`config.mk`:
```
export PLATFORM = sky130hd
export DESIGN_NAME = razor_recovery_ctrl
export DESIGN_NICKNAME = d
export VERILOG_FILES = /design/src/rtl/razor_pkg.sv /design/src/rtl/razor_err_prio_enc.sv /design/src/rtl/razor_recovery_ctrl.sv
export SDC_FILE = /design/constraint.sdc
export NUM_CORES = 1
export LEC_CHECK = 0
export CAP_MARGIN = 10
export CORE_AREA = 4 4 95 133
export DETAILED_ROUTE_END_ITERATION = 10
export DIE_AREA = 0 0 99 137
export MAX_ROUTING_LAYER = met4
export PLACE_DENSITY = 0.75
export SLEW_MARGIN = 20
export SYNTH_ARGS = -nofsm -noshare
export SYNTH_HDL_FRONTEND = slang
export SYNTH_HIERARCHICAL = 1
export SYNTH_SLANG_ARGS = --single-unit
export TNS_END_PERCENT = 1
```
`constraint.sdc`:
```
create_clock -name clk -period 2 [get_ports clk]
set_input_delay 0.3 -clock clk [delete_from_list [all_inputs] [get_ports clk]]
set_output_delay 0.3 -clock clk [all_outputs]
set_load 0.05 [all_outputs]
```
`src/rtl/razor_pkg.sv`:
```
// Shared definitions for the Razor recovery controller: FSM states,
// pipeline-stage indices and the flush-mask helper.
package razor_pkg;

   typedef enum logic [1:0] {
      ST_RUN    = 2'd0,
      ST_FLUSH  = 2'd1,
      ST_REPLAY = 2'd2,
      ST_HALT   = 2'd3
   } state_t;

   // Stage indices, youngest (IF/ID) to oldest (MEM/WB)
   localparam logic [1:0] STG_IFID  = 2'd0;
   localparam logic [1:0] STG_IDEX  = 2'd1;
   localparam logic [1:0] STG_EXMEM = 2'd2;
   localparam logic [1:0] STG_MEMWB = 2'd3;

   // Mask with the faulting stage and every younger stage set
   function automatic logic [3:0] flush_mask(input logic [1:0] k);
      logic [3:0] m;
      m = '0;
      for (int unsigned i = 0; i < 4; i++) begin
         if (i <= 32'(k)) m[i] = 1'b1;
      end
      return m;
   endfunction

endpackage

```
`src/rtl/razor_err_prio_enc.sv`:
```
// Oldest-first priority encoder over the four stage error lines.
// Produces the winning stage index and the matching flush mask.
module razor_err_prio_enc
   import razor_pkg::*;
(
   input  logic [3:0] err,
   output logic       any,
   output logic [1:0] idx,
   output logic [3:0] mask
);

   // Highest index (oldest stage) wins on simultaneous errors
   always_comb begin
      any = |err;
      idx = STG_IFID;
      if (err[3])      idx = STG_MEMWB;
      else if (err[2]) idx = STG_EXMEM;
      else if (err[1]) idx = STG_IDEX;
      mask = flush_mask(idx);
   end

endmodule

```
`src/rtl/razor_recovery_ctrl.sv`:
```
// Razor error-path consumer: flushes faulting stages, stalls fetch,
// issues a one-cycle replay of the oldest faulting PC, and escalates to a
// sticky halt when retries inside the post-replay window pile up.
module razor_recovery_ctrl
   import razor_pkg::*;
#(
   parameter int unsigned PC_W         = 32,
   parameter int unsigned FLUSH_CYCLES = 1,
   parameter int unsigned WINDOW       = 8,
   parameter int unsigned MAX_RETRY    = 3,
   parameter int unsigned CNT_W        = 16
) (
   input  logic              clk,
   input  logic              reset,
   input  logic [3:0]        err_stage,
   input  logic [4*PC_W-1:0] pc_stage,
   output logic [3:0]        flush,
   output logic              stall,
   output logic              replay_valid,
   output logic [PC_W-1:0]   replay_pc,
   output logic              halt,
   output logic [CNT_W-1:0]  err_count
);

   state_t            state, state_nxt;
   logic [3:0]        fcnt, fcnt_nxt;
   logic [7:0]        wtimer, wtimer_nxt;
   logic [3:0]        retry, retry_nxt, retry_try;
   logic [3:0]        flush_nxt;
   logic              stall_nxt, rv_nxt, halt_nxt;
   logic [PC_W-1:0]   pc_nxt;
   logic [CNT_W-1:0]  cnt_nxt;

   logic              err_any;
   logic [1:0]        err_idx;
   logic [3:0]        err_mask;
   logic [PC_W-1:0]   pc_arr [4];

   razor_err_prio_enc u_prio (
      .err  (err_stage),
      .any  (err_any),
      .idx  (err_idx),
      .mask (err_mask)
   );

   // Unpack the flat per-stage PC bus
   always_comb begin
      for (int unsigned i = 0; i < 4; i++) begin
         pc_arr[i] = pc_stage[i*PC_W +: PC_W];
      end
   end

   // Next-state and next-output computation; every output is registered below
   always_comb begin
      state_nxt  = state;
      fcnt_nxt   = fcnt;
      wtimer_nxt = wtimer;
      retry_nxt  = retry;
      flush_nxt  = flush;
      stall_nxt  = stall;
      rv_nxt     = 1'b0;
      halt_nxt   = halt;
      pc_nxt     = replay_pc;
      cnt_nxt    = err_count;
      retry_try  = (wtimer != '0) ? retry + 4'd1 : 4'd1;

      case (state)
         ST_RUN: begin
            if (err_any) begin
               pc_nxt    = pc_arr[err_idx];
               retry_nxt = retry_try;
               stall_nxt = 1'b1;
               if (retry_try >= 4'(MAX_RETRY)) begin
                  state_nxt = ST_HALT;
                  flush_nxt = '1;
                  halt_nxt  = 1'b1;
               end else begin
                  state_nxt = ST_FLUSH;
                  flush_nxt = err_mask;
                  fcnt_nxt  = 4'(FLUSH_CYCLES - 1);
                  if (err_count != '1) cnt_nxt = err_count + 1'b1;
               end
            end else if (wtimer != '0) begin
               wtimer_nxt = wtimer - 8'd1;
            end
         end
         ST_FLUSH: begin
            if (fcnt == '0) begin
               flush_nxt = '0;
               rv_nxt    = 1'b1;
               state_nxt = ST_REPLAY;
            end else begin
               fcnt_nxt = fcnt - 4'd1;
            end
         end
         ST_REPLAY: begin
            stall_nxt  = 1'b0;
            wtimer_nxt = 8'(WINDOW);
            state_nxt  = ST_RUN;
         end
         ST_HALT: begin
            flush_nxt = '1;
            stall_nxt = 1'b1;
            halt_nxt  = 1'b1;
         end
         default: state_nxt = ST_RUN;
      endcase
   end

   // State, timers, counters and registered outputs
   always_ff @(posedge clk or negedge reset) begin
      if (!reset) begin
         state        <= ST_RUN;
         fcnt         <= '0;
         wtimer       <= '0;
         retry        <= '0;
         flush        <= '0;
         stall        <= 1'b0;
         replay_valid <= 1'b0;
         replay_pc    <= '0;
         halt         <= 1'b0;
         err_count    <= '0;
      end else begin
         state        <= state_nxt;
         fcnt         <= fcnt_nxt;
         wtimer       <= wtimer_nxt;
         retry        <= retry_nxt;
         flush        <= flush_nxt;
         stall        <= stall_nxt;
         replay_valid <= rv_nxt;
         replay_pc    <= pc_nxt;
         halt         <= halt_nxt;
         err_count    <= cnt_nxt;
      end
   end

endmodule
```
==> out/results.ini <==
[die]
row_count=46
die_h_um=137
die_x_um=99
io_pins=189
core_area_um2=11300
die-area_um2=13600
start_util_pct=37.7

[power]
pwr-share-clk_pct=18.3
p_switching_mw=4.03
internal_power_mw=5.55
switching_share_pct=42.1
combPwrFrac_pct=55.5
ir_drop_mv=0.677
p_leak_nw=2.96
pwr_density_cell_nw_per_um2=1340
p_seq_share_pct=26.3

[synthesis]
netlist_area_um2=4270
ys_seq_elements=73
synth_area_per_cell_um2=12.6
yosys_warnings=6
synth_top_area_cell=dfrtp_1
ys_async_sr_fraction_pct=100
synthCells=340
synth_top_area_share_pct=42.8
synth_nets=485
yosysUniqueCellTypes=61
ys_seq_area_share_pct=42.8
yosys_most_used_dff=dfrtp_1
synthTopCellsByArea=dfrtp_1 43%, mux4_2 17%, mux2_2 9.0%, ha_1 3.2%, xor2_1 3.1%
synth_edf_count=0

[route]
vias_per_cell=5.27
vias=3775
drtIter0Drc=189
wl_per_cell_um=18.2
wirelength_um=13100
first_pass_iters=5
drt.antenna.violating_nets=0
drc_errors=0

[sta]
fin_crit_ps=2080
whs_ps=492
min_period_over_period_pct=104
hold_viol_final=0
fin_ws_ps=-84.4
relSlewSlack_pct=63.6
slew_viol_final=0
setup_viol=13
finalSetupTns_ps=-446
tightest_slew_ps=544
rsz0062_at_grt=yes
fmax_ghz=0.480
skew_ps=5.85

[grt]
antenna_found_initial=1
grt_max_degree=40
grt_first_pass_wirelength_um=20400
grt_use_total_pct=20.1
first_global_vias=4295
grt.overflow.total=0

[clock_tree]
cts_buffers=9
clk_latency_ps=330
cts_tree=built
cts.sinks=73
cts.htree.levels=3
clock-root-buffer=clkbuf_16
clk_path_buf_depth=2
clk_pin_slew_ps=60

[status]
violations=negative setup slack
status=finished with violations

[placement]
io_buffers=188
dpl.cell_count=692
place_congestion=0.797
hpwlAfterDp_um=10200
place_area_um2=6590

[worst_hold_path]
min_path_type=in2async

[setup_path]
start_kind=register
critPathCaptureType=register
cp_max_fo=6
crit_required_ps=2250
cp_slowest_cell=dfrtp_1
worstSetupPathType=reg2reg
crit_arrival_ps=2340
slowest_delay_ps=380
crit_chain=ha_1 > and2b_2 > a2111oi_4 > o31ai_4 > buf_6 > nor4_4 > xor2_1

[cells_and_area]
final_area_um2=7170
layout_commonest_cell=clkdlybuf4s50_1
drive_gt1_share_pct=29.1
areaGrowthSynthToFinish_pct=68.0
final_cells=716
post-route-util_pct=63.3
final_cell_mix=187 x clkdlybuf4s50_1, 71 x dfrtp_1, 34 x mux2_2
fillCellCount=841
nNetsFinal=711

[run]
drv_cap=0

per-layer routing:
metal	vias to the layer above	track usage (%)	wire (um)
li1	1730	-	-
met1	1873	18.9	4350
met2	149	38.4	7570
met3	23	4.74	835
met4	0	8.35	303
met5	-	-	0
flip-flops by register name, indices dropped and copies added (netlist names):
| register | count |
|---|---|
| replay_pc | 32 |
| state | 2 |
| stall | 1 |
| retry | 4 |
| err_count | 16 |
| flush | 4 |
| fcnt | 4 |
| halt | 1 |
| replay_valid | 1 |
| wtimer | 8 |
synth_stat cells, types with 4 or more instances:
library cell,count
dfrtp_1,73
ha_1,11
nor4_1,5
nor3_1,8
nor3b_1,4
nand3_1,5
nand2_1,23
a21oi_1,5
nor3_2,4
inv_1,14
o21ai_0,19
xor2_1,15
o311ai_0,4
mux2_2,34
mux4_2,32
clkbuf_1,8
nand2b_1,5
buf_2,4
nor2_1,11
final cells by class:
cell class | count | area, um^2 | share of cell area [%]
Clock buffer | 12 | 256 | 3.58
Clock inverter | 4 | 73.8 | 1.03
Timing Repair Buffer | 232 | 2310 | 32.2
Multi-Input combinational cell | 236 | 2470 | 34.5
Tap cell | 144 | 180 | 2.51
Antenna cell | 1 | 2.50 | 0.0349
Inverter | 14 | 52.6 | 0.733
Sequential cell | 73 | 1830 | 25.5
path summary, 6_finish.rpt:
path                                    from            end  slack, ps  cells past startpoint
worst max-delay path                retry[0]   err_count[6]        -80                      7
worst min-delay path                   reset   err_count[7]        490                      2
worst max register to register      retry[0]   err_count[6]        -80                      7
worst min register to register  err_count[6]   err_count[6]        490                      1
max in group asynchronous              reset  replay_pc[31]        930                      3
min in group clk                err_count[6]   err_count[6]        490                      1
through the flow:
stage / worst slack [ps] / total power, mW
after global placement: -295 / 7.45
after global routing: -197 / 10.1
final: -84.4 / 9.58
after floorplan: -14.5 / 5.65
after detailed placement: -409 / 7.62
after CTS: -146 / 9.51
power groups by stage:
| stage | sequential [mW] | combinational (mW) | clock (mW) |
|---|---|---|---|
| floorplan | 3.95 | 1.71 | 0 |
| global route | 2.59 | 5.65 | 1.86 |
| CTS | 2.49 | 5.22 | 1.79 |
| global placement | 2.46 | 4.99 | 0 |
| detailed placement | 2.49 | 5.13 | 0 |
| finish | 2.52 | 5.31 | 1.75 |
kinds of logic after synthesis:
group                    after synthesis  synth area share [%]
AND/OR/NAND/NOR                       89                  11.9
other                                  1                0.0878
adder cells (fa/ha/maj)               11                  3.22
XOR/XNOR                              15                  3.08
buffers and inverters                 31                  3.34
multiplexers                          69                  26.6
flip-flops                            73                  42.8
AO/OA/AOI/OAI                         51                  9.03
worst max-delay path, delay by kind of cell (launching register included):
kind	cells	cell delay (ps)
XOR/XNOR	1	170
AO/OA/AOI/OAI	2	490
AND/OR/NAND/NOR	2	460
adder cells (fa/ha/maj)	1	310
buffers and inverters	1	180
flip-flops	1	380
repair_timing:
action / 4_1_cts / 5_1_grt
resized for setup: 25 / 21
pin swaps: 15 / 9
buffers inserted: 5 / 1
hold buffers: 1 / 0
endpoints found under the setup margin: 25 / 34
hold endpoints to repair: 38 / 0
Power figures use the tool's default switching activity.
